==> config.mk <==
export PLATFORM = sky130hd
export DESIGN_NAME = conv_window_gen
export DESIGN_NICKNAME = d
export VERILOG_FILES = /design/src/rtl/conv_pkg.sv /design/src/rtl/line_buffer_rw.sv /design/src/rtl/conv_window_gen.sv
export SDC_FILE = /design/constraint.sdc
export NUM_CORES = 1
export LEC_CHECK = 0
export CAP_MARGIN = 20
export CELL_PAD_IN_SITES_DETAIL_PLACEMENT = 1
export CELL_PAD_IN_SITES_GLOBAL_PLACEMENT = 1
export CORE_ASPECT_RATIO = 1.5
export CORE_MARGIN = 3
export CORE_UTILIZATION = 45
export CTS_CLUSTER_SIZE = 14
export DETAILED_ROUTE_END_ITERATION = 10
export PLACE_DENSITY_LB_ADDON = 0.1
export SYNTH_ARGS = -nofsm -noshare
export SYNTH_HDL_FRONTEND = slang
export SYNTH_SLANG_ARGS = --single-unit
==> constraint.sdc <==
create_clock -name clk -period 4.7 [get_ports clk]
set_clock_uncertainty 0.1 [all_clocks]
set_input_delay 1.41 -clock clk [delete_from_list [all_inputs] [get_ports clk]]
set_output_delay 1.41 -clock clk [all_outputs]
set_load 0.02 [all_outputs]
==> src/rtl/conv_pkg.sv <==
// Shared constants and window packing helpers for the 3x3 convolution window generator.
package conv_pkg;

  localparam int unsigned DATA_WIDTH_DEF = 8;
  localparam int unsigned WIN_DIM        = 3;
  localparam int unsigned WIN_ELEMS      = WIN_DIM * WIN_DIM;

  // Flat element index of window position (i, j); i=0 is the oldest row, j=0 the leftmost column.
  function automatic int unsigned win_idx(input int unsigned i, input int unsigned j);
    return i * WIN_DIM + j;
  endfunction

endpackage

==> src/rtl/line_buffer_rw.sv <==
// Circular line buffer: combinational read at the pointer, synchronous write of din, pointer advances on en.
module line_buffer_rw #(
  parameter int unsigned DATA_WIDTH = 8,
  parameter int unsigned DEPTH      = 28,
  parameter int unsigned PTR_W      = $clog2(DEPTH)
) (
  input  logic                  clk,
  input  logic                  rst_n,
  input  logic                  en,
  input  logic [DATA_WIDTH-1:0] din,
  output logic [DATA_WIDTH-1:0] dout
);

  logic [DATA_WIDTH-1:0] mem [DEPTH];
  logic [PTR_W-1:0]      ptr;

  assign dout = mem[ptr];

  always_ff @(posedge clk or negedge rst_n) begin
    if (!rst_n) begin
      ptr <= '0;
    end else if (en) begin
      if (ptr == PTR_W'(DEPTH - 1)) ptr <= '0;
      else                          ptr <= ptr + 1'b1;
    end
  end

  // Storage is deliberately left unreset; stale contents never reach an emitted window.
  always_ff @(posedge clk) begin
    if (en) mem[ptr] <= din;
  end

endmodule

==> src/rtl/conv_window_gen.sv <==
// 3x3 sliding-window generator over a raster pixel stream, with a single registered valid/ready output stage.
module conv_window_gen
  import conv_pkg::*;
#(
  parameter int unsigned DATA_WIDTH = DATA_WIDTH_DEF,
  parameter int unsigned IMG_WIDTH  = 28,
  parameter int unsigned IMG_HEIGHT = 28,
  parameter int unsigned COL_W      = $clog2(IMG_WIDTH),
  parameter int unsigned ROW_W      = $clog2(IMG_HEIGHT)
) (
  input  logic                            clk,
  input  logic                            rst_n,
  input  logic                            in_valid,
  output logic                            in_ready,
  input  logic [DATA_WIDTH-1:0]           in_data,
  output logic                            win_valid,
  input  logic                            win_ready,
  output logic [WIN_ELEMS*DATA_WIDTH-1:0] win_data,
  output logic                            frame_done
);

  logic                  accept;
  logic [DATA_WIDTH-1:0] lb0_q;
  logic [DATA_WIDTH-1:0] lb1_q;
  logic [COL_W-1:0]      col;
  logic [ROW_W-1:0]      row;
  logic                  last_col;
  logic                  last_row;
  logic                  emit;

  logic [DATA_WIDTH-1:0]           win_q   [WIN_DIM][WIN_DIM];
  logic [DATA_WIDTH-1:0]           win_nxt [WIN_DIM][WIN_DIM];
  logic [WIN_ELEMS*DATA_WIDTH-1:0] win_pack;

  assign in_ready = !win_valid || win_ready;
  assign accept   = in_valid && in_ready;
  assign last_col = (col == COL_W'(IMG_WIDTH - 1));
  assign last_row = (row == ROW_W'(IMG_HEIGHT - 1));
  assign emit     = (row >= ROW_W'(2)) && (col >= COL_W'(2));

  line_buffer_rw #(
    .DATA_WIDTH (DATA_WIDTH),
    .DEPTH      (IMG_WIDTH),
    .PTR_W      (COL_W)
  ) u_lb0 (
    .clk   (clk),
    .rst_n (rst_n),
    .en    (accept),
    .din   (in_data),
    .dout  (lb0_q)
  );

  line_buffer_rw #(
    .DATA_WIDTH (DATA_WIDTH),
    .DEPTH      (IMG_WIDTH),
    .PTR_W      (COL_W)
  ) u_lb1 (
    .clk   (clk),
    .rst_n (rst_n),
    .en    (accept),
    .din   (lb0_q),
    .dout  (lb1_q)
  );

  // Post-shift window: rows slide left, new right column is {two rows ago, one row ago, current}.
  always_comb begin
    for (int unsigned i = 0; i < WIN_DIM; i++) begin
      for (int unsigned j = 0; j < WIN_DIM - 1; j++) begin
        win_nxt[i][j] = win_q[i][j+1];
      end
    end
    win_nxt[0][WIN_DIM-1] = lb1_q;
    win_nxt[1][WIN_DIM-1] = lb0_q;
    win_nxt[2][WIN_DIM-1] = in_data;
  end

  always_comb begin
    win_pack = '0;
    for (int unsigned i = 0; i < WIN_DIM; i++) begin
      for (int unsigned j = 0; j < WIN_DIM; j++) begin
        win_pack[win_idx(i, j)*DATA_WIDTH +: DATA_WIDTH] = win_nxt[i][j];
      end
    end
  end

  always_ff @(posedge clk or negedge rst_n) begin
    if (!rst_n) begin
      for (int unsigned i = 0; i < WIN_DIM; i++) begin
        for (int unsigned j = 0; j < WIN_DIM; j++) begin
          win_q[i][j] <= '0;
        end
      end
    end else if (accept) begin
      for (int unsigned i = 0; i < WIN_DIM; i++) begin
        for (int unsigned j = 0; j < WIN_DIM; j++) begin
          win_q[i][j] <= win_nxt[i][j];
        end
      end
    end
  end

  always_ff @(posedge clk or negedge rst_n) begin
    if (!rst_n) begin
      col        <= '0;
      row        <= '0;
      frame_done <= 1'b0;
    end else begin
      frame_done <= accept && last_col && last_row;
      if (accept) begin
        if (last_col) begin
          col <= '0;
          row <= last_row ? '0 : row + 1'b1;
        end else begin
          col <= col + 1'b1;
        end
      end
    end
  end

  // An idle cycle with win_ready high retires the held window so it is never presented twice.
  always_ff @(posedge clk or negedge rst_n) begin
    if (!rst_n) begin
      win_valid <= 1'b0;
      win_data  <= '0;
    end else if (accept && emit) begin
      win_valid <= 1'b1;
      win_data  <= win_pack;
    end else if (win_ready) begin
      win_valid <= 1'b0;
    end
  end

endmodule

==> flow_metrics.py <==
metrics = {
    "power": {
        "powerDensity_nw_per_um2": 686,
        "total_power_mw": 18.4,
        "ir_drop_mv": 0.336,
        "power.leakage_nw": 9.89,
    },
    "synthesis": {
        "syn_nets": 1461,
        "synth_seq_area_share_pct": 73.3,
        "synth_warnings": 0,
        "synth.distinct_cells": 51,
        "synth_area_per_cell_um2": 16.1,
        "syn-cell-area_um2": 23200,
        "synthCells": 1437,
        "synth-seq-cells": 590,
    },
    "layout": {
        "syn2layout_area_growth_pct": 15.6,
        "final_layout_size_suffix_gt1_share_pct": 12.2,
        "layout_common_cells": "edfxtp_1 (448), mux2i_1 (194), dfrtp_1 (140), nand2_1 (137), o22ai_1 (85)",
        "nets": 1594,
        "final_common_cell": "edfxtp_1",
        "antennaDiodeCount": 0,
        "fillers": 4787,
    },
    "grt": {
        "grt_overflow": 0,
        "antenna_found_initial": 0,
        "grt_max_degree": 67,
        "grt_pass1_wl_um": 86400,
        "grt_pass1_vias": 13700,
        "grt_use_total_pct": 21.3,
    },
    "timing": {
        "hold_viol": 0,
        "max_freq_mhz": 244,
        "worst_pin_slew_ns": 0.970,
        "slew_viol_final": 0,
        "layout_min_cycle_time_ns": 4.09,
        "fin_crit_sh_pct": 87.0,
        "fin_setup_tns_ns": 0,
        "rsz0062_at_grt": "no",
        "setup_violations": 0,
        "relSlewSlack_pct": 35.4,
    },
    "hold_path": {
        "hold_path_class": "reg2reg",
    },
    "critical_path": {
        "worstSetupPathType": "in2out",
        "startpoint_type": "input port",
        "crit_path_end_kind": "primary output",
        "crit_arrival_ns": 2.58,
        "rrSetupSlack_ns": 1.43,
        "required_ns": 3.19,
        "critical_path.max_fanout": 2,
    },
    "clock_tree": {
        "cts_max_path_buffers": 3,
        "clk_pin_slew_worst_paths_ns": 0.06,
        "ctsResizeCount": 0,
        "clock_latency_ns": 0.59,
        "cts-buffers-inserted": 54,
        "cts_setup_buffers": 0,
        "postCtsHoldBufs": 0,
        "cts_tree": "done",
        "h-tree-depth": 2,
        "cts_root_buffer": "clkbuf_16",
        "clock_sinks": 590,
    },
    "placement": {
        "routabilityCongestion": 0.806,
        "port_buffers": 86,
        "dp_hpwl_um": 38600,
    },
    "floorplanning": {
        "start_util_pct": 45.6,
        "die_area_um2": 54300,
        "row_count": 101,
        "die_w_um": 191,
        "io_pins": 87,
        "die_y_um": 284,
        "coreArea_um2": 50800,
    },
    "routing": {
        "vias": 12500,
        "drt_first_pass_iters": 7,
        "wl_per_cell_um": 25.0,
        "drt-initial-drc-count": 616,
        "via_per_inst": 5.50,
        "ant_nets": 0,
        "routed_wirelength_um": 56900,
        "drc": 0,
    },
    "outcome": {
        "status": "finished clean",
    },
    "flow_run": {
        "cap_violations": 0,
    },
}
[report_power, final]
group | internal [mW] | switching (mW) | leakage [nW]
clock | 2.58 | 1.86 | 0.875
combinational | 2.20 | 3.65 | 3.20
sequential | 7.25 | 0.847 | 5.82
total | 12.0 | 6.35 | 9.89
[stage by stage]
stage / hold WS (ns) / utilization [%] / cells / area, um2 / worst slack, ns
floorplan: 0.342 / - / 1437 / 23200 / 1.19
global placement: 0.355 / 49.3 / 2183 / 25000 / 0.580
detailed placement: 0.363 / 49.3 / 2183 / 25000 / 0.552
CTS: 0.379 / 52.8 / 2279 / 26800 / 0.598
global route: 0.399 / 52.8 / 2279 / 26800 / 0.562
finish: 0.373 / 52.8 / 2279 / 26800 / 0.609
[worst paths after layout]
check | startpoint | end | cells after the start
worst max-delay path | win_ready | in_ready | 3
min in group asynchronous | rst_n | win_data[3] | 1
worst max register to register | u_lb0.ptr[1] | u_lb1.mem[13][3] | 7
worst min register to register | win_nxt[18] | win_nxt[18] | 2
worst min-delay path | win_nxt[18] | win_nxt[18] | 2
max in group asynchronous | rst_n | win_nxt[36] | 2
[cell type report]
type | count | area, um2 | share of cell area [%]
clock inverters | 27 | 305 | 1.14
inverters | 10 | 40.0 | 0.149
clock buffers | 69 | 1470 | 5.49
repair buffers | 155 | 1410 | 5.25
flip-flops and latches | 590 | 17000 | 63.5
well taps | 669 | 837 | 3.12
multi-input cells | 759 | 5730 | 21.4
[routing by layer]
layer	track usage, %	routed length [um]	up-vias
met4	9.29	2610	0
li1	-	-	5733
met1	23.7	21100	6487
met5	0	0	-
met2	40.2	31700	214
met3	2.82	1470	110
[logic make-up after synthesis]
logic type               share of synthesized area, %
flip-flops                                       73.3
AND/OR/NAND/NOR                                  6.10
multiplexers                                     13.6
AO/OA/AOI/OAI                                    4.19
buffers and inverters                            1.96
adder cells (fa/ha/maj)                         0.648
XOR/XNOR                                        0.189
[registers in the layout (all words and copies together), names as in the netlist]
signal / count
u_lb0.mem: 224
u_lb1.mem: 224
win_data: 72
win_nxt: 48
col: 5
row: 5
u_lb0.ptr: 5
u_lb1.ptr: 5
frame_done: 1
win_valid: 1
[critical path, cell delays in order]
cell	delay (ns)
clkdlybuf4s50_1	0.45
nand2b_1	0.12
clkdlybuf4s50_1	0.60
[cells in the mapped netlist, drive strengths merged]
cell type / count / share of area (%)
edfxtp: 448 / 58
mux2i: 194 / 8.4
dfrtp: 142 / 15
nand2: 137 / 2.2
o22ai: 86 / 2.3
nor2: 78 / 1.3
mux2: 77 / 3.7
buf: 50 / 1.3
clkbuf: 28 / 0.46
o21ai: 21 / 0.45
a211oi: 15 / 0.49
a31oi: 15 / 0.40
mux4: 15 / 1.5
nor4: 15 / 0.43
ha: 12 / 0.65
nand3: 12 / 0.26
inv: 10 / 0.17
a22oi: 9 / 0.29
nand4: 7 / 0.19
nor2b: 6 / 0.16
nor3: 6 / 0.18
or4b: 6 / 0.26
a21oi: 5 / 0.11
and2: 5 / 0.13
nand2b: 5 / 0.13
or4: 5 / 0.16
xor2: 4 / 0.15
nand3b: 3 / 0.097
or2: 3 / 0.081
or3: 3 / 0.081
a21o: 2 / 0.065
nand4b: 2 / 0.076
nand4bb: 2 / 0.097
or3b: 2 / 0.076
or4bb: 2 / 0.097
and3b: 1 / 0.038
and4: 1 / 0.038
nor3b: 1 / 0.032
o31ai: 1 / 0.032
xnor2: 1 / 0.038
(Power assumes the default switching activity.)
